### src/rtl/wb_rob_writer.sv
// Writeback buffer between the M/WB register and the ROB completion port.
// Small in-order FIFO with a registered full-stall, cleared by ROB flush.
module wb_rob_writer #(
  parameter int WORD_SIZE       = 32,
  parameter int INSTR_TYPE_SZ   = 3,
  parameter int ROB_ENTRY_WIDTH = 5,
  parameter int FIFO_DEPTH      = 2
) (
  input  logic                       clk,
  input  logic                       reset,
  input  logic                       flush,
  input  logic                       valid_in,
  input  logic [INSTR_TYPE_SZ-1:0]   instruction_type_in,
  input  logic [WORD_SIZE-1:0]       pc_in,
  input  logic                       exception_in,
  input  logic [WORD_SIZE-1:0]       vaddr_exception_in,
  input  logic [WORD_SIZE-1:0]       load_data_in,
  input  logic [ROB_ENTRY_WIDTH-1:0] rob_id_in,
  output logic                       stall_out,
  input  logic                       rob_wr_ready,
  output logic                       rob_wr_valid,
  output logic [ROB_ENTRY_WIDTH-1:0] rob_wr_id,
  output logic [INSTR_TYPE_SZ-1:0]   rob_wr_type,
  output logic [WORD_SIZE-1:0]       rob_wr_pc,
  output logic                       rob_wr_exception,
  output logic [WORD_SIZE-1:0]       rob_wr_vaddr,
  output logic [WORD_SIZE-1:0]       rob_wr_data
);
  localparam int PW = $clog2(FIFO_DEPTH);
  localparam logic [PW:0] FULL = (PW+1)'(FIFO_DEPTH);

  typedef struct packed {
    logic [ROB_ENTRY_WIDTH-1:0] id;
    logic [INSTR_TYPE_SZ-1:0]   itype;
    logic [WORD_SIZE-1:0]       pc;
    logic                       exc;
    logic [WORD_SIZE-1:0]       vaddr;
    logic [WORD_SIZE-1:0]       data;
  } ent_t;

  ent_t [FIFO_DEPTH-1:0] mem_q;
  logic [PW-1:0] wr_ptr_q, wr_ptr_d, rd_ptr_q, rd_ptr_d;
  logic [PW:0]   count_q, count_d;
  logic          stall_q, stall_d;
  logic          push, pop;
  ent_t          in_ent, head;

  assign push = valid_in && !stall_q && !flush;
  assign pop  = rob_wr_valid && rob_wr_ready && !flush;

  assign in_ent = '{id: rob_id_in, itype: instruction_type_in, pc: pc_in,
                    exc: exception_in, vaddr: vaddr_exception_in, data: load_data_in};

  always_comb begin
    wr_ptr_d = wr_ptr_q;
    rd_ptr_d = rd_ptr_q;
    count_d  = count_q;
    if (flush) begin
      wr_ptr_d = '0;
      rd_ptr_d = '0;
      count_d  = '0;
    end else begin
      if (push) wr_ptr_d = wr_ptr_q + PW'(1);
      if (pop)  rd_ptr_d = rd_ptr_q + PW'(1);
      count_d = count_q + (PW+1)'(push) - (PW+1)'(pop);
    end
    // Stall looks only at the next occupancy, so rob_wr_ready never reaches it combinationally
    stall_d = (count_d == FULL);
  end

  always_ff @(posedge clk or negedge reset) begin
    if (!reset) begin
      wr_ptr_q <= '0;
      rd_ptr_q <= '0;
      count_q  <= '0;
      stall_q  <= 1'b0;
      mem_q    <= '0;
    end else begin
      wr_ptr_q <= wr_ptr_d;
      rd_ptr_q <= rd_ptr_d;
      count_q  <= count_d;
      stall_q  <= stall_d;
      if (push) mem_q[wr_ptr_q] <= in_ent;
    end
  end

  assign head             = mem_q[rd_ptr_q];
  assign stall_out        = stall_q;
  assign rob_wr_valid     = (count_q != '0);
  assign rob_wr_id        = head.id;
  assign rob_wr_type      = head.itype;
  assign rob_wr_pc        = head.pc;
  assign rob_wr_exception = head.exc;
  assign rob_wr_vaddr     = head.vaddr;
  assign rob_wr_data      = head.data;

  a_no_overflow: assert property (@(posedge clk) disable iff (!reset)
    !(push && count_q == FULL));
  a_no_underflow: assert property (@(posedge clk) disable iff (!reset)
    !(pop && count_q == '0));
endmodule

### config.mk
export PLATFORM = sky130hd
export DESIGN_NAME = wb_rob_writer
export DESIGN_NICKNAME = d
export VERILOG_FILES = /design/src/rtl/wb_rob_writer.sv
export SDC_FILE = /design/constraint.sdc
export NUM_CORES = 1
export LEC_CHECK = 0
export ABC_AREA = 1
export CELL_PAD_IN_SITES_DETAIL_PLACEMENT = 2
export CELL_PAD_IN_SITES_GLOBAL_PLACEMENT = 2
export CORE_UTILIZATION = 33
export DETAILED_ROUTE_END_ITERATION = 10
export PLACE_DENSITY = 0.95
export SLEW_MARGIN = 10
export SYNTH_ARGS = -nofsm -noshare
export SYNTH_HDL_FRONTEND = slang
export SYNTH_SLANG_ARGS = --single-unit
### constraint.sdc
create_clock -name clk -period 2.8 [get_ports clk]
set_input_delay 0.56 -clock clk [delete_from_list [all_inputs] [get_ports clk]]
set_output_delay 0.56 -clock clk [all_outputs]
set_load 0.01 [all_outputs]
Yosys cells after proc, flatten, opt, wreduce, memory -nomap -nowiden --
Index checks and enable logic that the tools add are counted.
Storage, ports and cells: bits in registers 215, ROM bits 0, bits in writable memories 0, latch bits 0, bits of input ports 110, output and inout port bits 107, memories kept 0, word-level logic and storage cells 44
Cells by class: multiply operators 0, div/mod/pow operators 0, bitwise gates (word level) 0, mux-type cells 10, shift-type cells 0, $lt $le $gt $ge 3, equal/unequal tests 1, reduce and logical (&&, ||, !) cells 10, $add $sub $neg 4
Operators by type and width (number):
- two-way mux 105 bit | 3
- bitwise mux 210 bit | 1
- demux 105 bit (select 1 bit) | 1
- nonzero test 2 bit | 3
- logical AND 1 bit | 5
- < comparator 1 x 2 -> 1 bit, second input constant | 2
- two-way mux 1 bit | 4
- adder 1 bit, second input constant | 2
- adder 2 x 1 -> 2 bit | 1
- == test 2 bit, second input constant | 1
- logical NOT 1 bit | 2
- two-way mux 2 bit | 1
- subtractor 2 x 1 -> 2 bit | 1
- greater-or-equal comparator 1 bit, second input constant | 1

Logic depth before layout (Yosys ltp) --
Gate-level depths: netlist (run 1).
depth after elaboration 7, mapped depth 9, gate-level depth less buffers 9

Worst setup path before layout (run 1) --
OpenSTA, ideal clock, no wires.
path kind reg2reg, start point register count_q[1], end point register stall_q (netlist: stall_out), data required time 2684 ps, period minus slack after synthesis 1651 ps, library setup time 116 ps, buffers on the path 0, path slack 1149 ps, cell stages (with the launch flop) 10, arrival 1535 ps, cell sequence dfrtp_1 -> or2_2 -> nand2_1 -> nor2_1 -> ha_1 -> inv_1 -> ha_1 -> nand3b_1 -> nand3_1 -> nor2_1
Between the ends: word-level cells in the longest chain between the ends 6, elaborated cells between the ends (all ways) 7, those cells by class add/sub (2); eq/ne (1); mux (1); reduce/logical (3)
RTL lines:
- start: declaration | RTL line 43 | logic [PW:0] count_q, count_d;
- start signal: assignment | RTL line 81 | count_q <= count_d;
- nonzero test 2 bit | RTL line 89 | assign rob_wr_valid = (count_q != '0);
- net rob_wr_valid | RTL line 21 | output logic rob_wr_valid,
- logical AND 1 bit (2 in a row) | RTL line 49 | assign pop = rob_wr_valid && rob_wr_ready && !flush;
- subtractor 2 x 1 -> 2 bit | RTL line 65 | count_d = count_q + (PW+1)'(push) - (PW+1)'(pop);
- two-way mux 2 bit | RTL line 58 | if (flush) begin
- == test 2 bit | RTL line 68 | stall_d = (count_d == FULL);
- net stall_d | RTL line 44 | logic stall_q, stall_d;
- end signal: assignment | RTL line 82 | stall_q <= stall_d;
- end: declaration | RTL line 44
The timed path passes the listed nets, and every way through them passes these cells. A chain may end at the register's enable or synchronous reset.

Worst setup path after layout (run 1) --
start point register rd_ptr_q, end point output port rob_wr_vaddr[16]
Between the ends: word-level cells in the longest chain between the ends 2
RTL lines:
- start: declaration | RTL line 42 | logic [PW-1:0] wr_ptr_q, wr_ptr_d, rd_ptr_q, rd_ptr_d;
- start signal: assignment | RTL line 80 | rd_ptr_q <= rd_ptr_d;
- two-way mux 105 bit (implied by the code) (2 in a row) | RTL line 87 | assign head = mem_q[rd_ptr_q];
- end: declaration | RTL line 26 | output logic [WORD_SIZE-1:0] rob_wr_vaddr,
No other way between the ends. The select of a mux whose other input is x is not followed.

==> results of run 1 <==
state kept, by name, summed over array words and instances (netlist names):
register / flops
count_q: 2
stall_out: 1
mem_q: 210
rd_ptr_q: 1
wr_ptr_q: 1
metrics by stage:
step / setup TNS (ns) / instance area [µm²] / utilization (%) / power (mW)
final: 0 / 13700 / 45.7 / 12.0
after global routing: -0.0442 / 13700 / 45.7 / 12.7
after CTS: 0 / 13600 / 45.4 / 12.2
after detailed placement: 0 / 12600 / 42.1 / 8.50
after global placement: 0 / 12600 / 42.1 / 8.14
after floorplan: 0 / 10200 / - / 6.56
critical path, stage by stage, from the launching register on:
cell and delay, ns:
dfrtp_4 0.57, inv_12 0.15, buf_16 0.21, nand2_1 0.09, nand2_1 0.09, clkdlybuf4s50_1 0.58
per-layer routing:
layer	up-vias	share of wire (%)
met2	188	54
met4	2	2.1
met3	52	4.8
met5	-	0.037
met1	4376	39
li1	3973	-
power groups by stage:
stage	clock (mW)	combinational (mW)	sequential (mW)
global route	3.67	4.30	4.75
floorplan	0	2.11	4.46
CTS	3.58	3.99	4.65
detailed placement	0	3.85	4.65
finish	3.48	3.90	4.64
global placement	0	3.60	4.54
how the worst max path moves through the flow:
stage / to / cells after the start
5_1_grt: rob_wr_vaddr[16] / 5
3_3_place_gp: rob_wr_pc[19] / 5
3_5_place_dp: rob_wr_pc[28] / 5
4_1_cts: rob_wr_pc[22] / 5
6_report: rob_wr_vaddr[16] / 5
2_1_floorplan: stall_out$_DFF_PN0_ / 9
kinds of logic (layout without fill, tap and decap cells):
group	Yosys count	after routing	synth area share, %
adders and majority gates	2	2	0.246
other	0	2	0
DFF	215	215	53.0
and+or+nand+nor	545	545	20.6
AOI/OAI and AO/OA	211	211	16.2
buffers and inverters	182	407	10.1
cells in the mapped netlist:
| cell type | count | area, µm² |
|---|---|---|
| buf_2 | 10 | 50.1 |
| buf_4 | 1 | 7.51 |
| buf_6 | 43 | 484 |
| clkbuf_1 | 15 | 56.3 |
| dfrtp_1 | 215 | 5380 |
| ha_1 | 2 | 25.0 |
| inv_1 | 111 | 417 |
| inv_2 | 2 | 7.51 |
| nand2_1 | 533 | 2000 |
| nand3_1 | 3 | 15.0 |
| nand3_2 | 1 | 10.0 |
| nand3b_1 | 1 | 7.51 |
| nand3b_4 | 1 | 20.0 |
| nand4_1 | 1 | 6.26 |
| nor2_1 | 3 | 11.3 |
| nor2_4 | 1 | 11.3 |
| o21ai_0 | 11 | 55.1 |
| o21ai_1 | 44 | 220 |
| o21ai_2 | 156 | 1370 |
| or2_2 | 1 | 6.26 |
cell type report:
| cell class | count | area, µm² | share of cell area [%] |
|---|---|---|---|
| Clock inverter | 9 | 95.1 | 0.695 |
| Sequential cell | 215 | 5380 | 39.4 |
| Timing Repair inverter | 1 | 8.76 | 0.0640 |
| Clock buffer | 39 | 801 | 5.85 |
| Tap cell | 390 | 488 | 3.57 |
| Inverter | 113 | 437 | 3.19 |
| Antenna cell | 2 | 5.00 | 0.0366 |
| Timing Repair Buffer | 245 | 2700 | 19.7 |
| Multi-Input combinational cell | 758 | 3760 | 27.5 |
timing repair:
item / CTS / global route
hold buffers: 0 / 0
hold endpoints to repair: 0 / 0
cloned: 2 / 1
endpoints found under the setup margin: 98 / 18
gates resized for setup: 13 / 20
buffers inserted: 1 / 0
==> results.yml, run 1 <==
worst_setup_path:
  end_kind: "output port"
  cp.arrival_ns: 2.20
  reg2reg_depth: 9
  regToRegSetupSlack_ns: 0.91
  crit-reg2reg-launch: "count_q[1]$_DFF_PN0_"
  crit_type: "reg -> out"
  worstPathRequired_ns: 2.24
  startpoint_type: "flip-flop"
  startpoint: "rd_ptr_q$_DFFE_PN0P_"
  path_max_fanout: 31
  worst_r2r_endpoint: "stall_out$_DFF_PN0_"
layout:
  syn_to_final_growth_pct: 34.7
  nets: 1472
  num-fill-cells: 3251
  drive_above_1_share_pct: 17.2
  final_common_cell: "nand2_1"
  finalNonFillerCells: 1772
  mostFrequentLayoutCells: "nand2_1 (533), dfrtp_1 (214), clkdlybuf4s50_1 (190), o21ai_2 (156), inv_1 (111)"
grt:
  grtUsageTotal_pct: 22.4
  met2_usage_pct: 42.3
  busiest_layer: "met2"
  globalRouteMet3Util_pct: 4.61
  grt_pass1_vias: 9986
  grt_overflow_total: 0
  met1_usage_pct: 25.5
  grt_pass1_wl_um: 54700
  grt_max_degree: 81
  antenna_found_initial: 2
drt:
  routed_wl_um: 34900
  ant_nets: 0
  vias: 8591
  vias_per_cell: 4.85
  drc: 0
  first_pass_iters: 4
  wire_per_inst_um: 19.7
  drt_iter0_drc: 327
die:
  ioPinCount: 217
  die_h_um: 177
  core-area_mm2: 0.0300
  num_rows: 63
  start_util_pct: 33.9
  die-area_mm2: 0.0315
  die_w_um: 177
status:
  status: "finished, final reports clean"
timing:
  skew_ns: 0.00573
  finalSetupViolations: 0
  final_max_slew_viol_count: 0
  slew_headroom_pct: 57.2
  worstMarginPinSlew_ns: 0.642
  finalCritPeriodShare_pct: 98.7
  whs_ns: 0.0314
  min_period_ns: 2.76
  hold_viol: 0
  setup_ws_ns: 0.0358
  fmax_mhz: 362
yosys:
  ys_warn_count: 0
  synth_nets: 1267
  syn_area_mm2: 0.0102
  synthCells: 1155
  yosysUniqueCellTypes: 20
  synth-seq-area-share_pct: 53.0
  ys_ff_latch: 215
  synth_area_per_cell_um2: 8.79
clock_network:
  clk_pin_slew_ns: 0.06
  h-tree-depth: 1
  clock_latency_ns: 0.52
  cts_buffer_depth: 3
  numCtsBuffers: 26
  clock_sinks: 215
  root_buffer: "clkbuf_16"
  cts_tree: "done"
pwr:
  power_switching_mw: 4.01
  switching_share_pct: 33.4
  combPwrFrac_pct: 32.5
  ir_drop_v: 0.000426
  leakagePower_nw: 7.09
  p_int_mw: 8.01
  cellPowerDensity_mw_per_mm2: 879
  seqPwrFrac_pct: 38.6
  pwr-share-clk_pct: 28.9
worst_hold_path:
  hp-class: "in -> async"
place:
  dp_cells: 1718
  dpl.hpwl_um: 22000
  place_ws_ns: 0.464
  numPortBuffers: 216
  gp_congestion: 0.715
flow_run:
  maxCapViolCount: 0
Power figures use the tool's default switching activity.
==> inputs of run 2 (changes only) <==
SLEW_MARGIN = 20   (was 10)
==> results of run 2 <==
No change in the layout: final DEF, timing and power equal those of run 1.
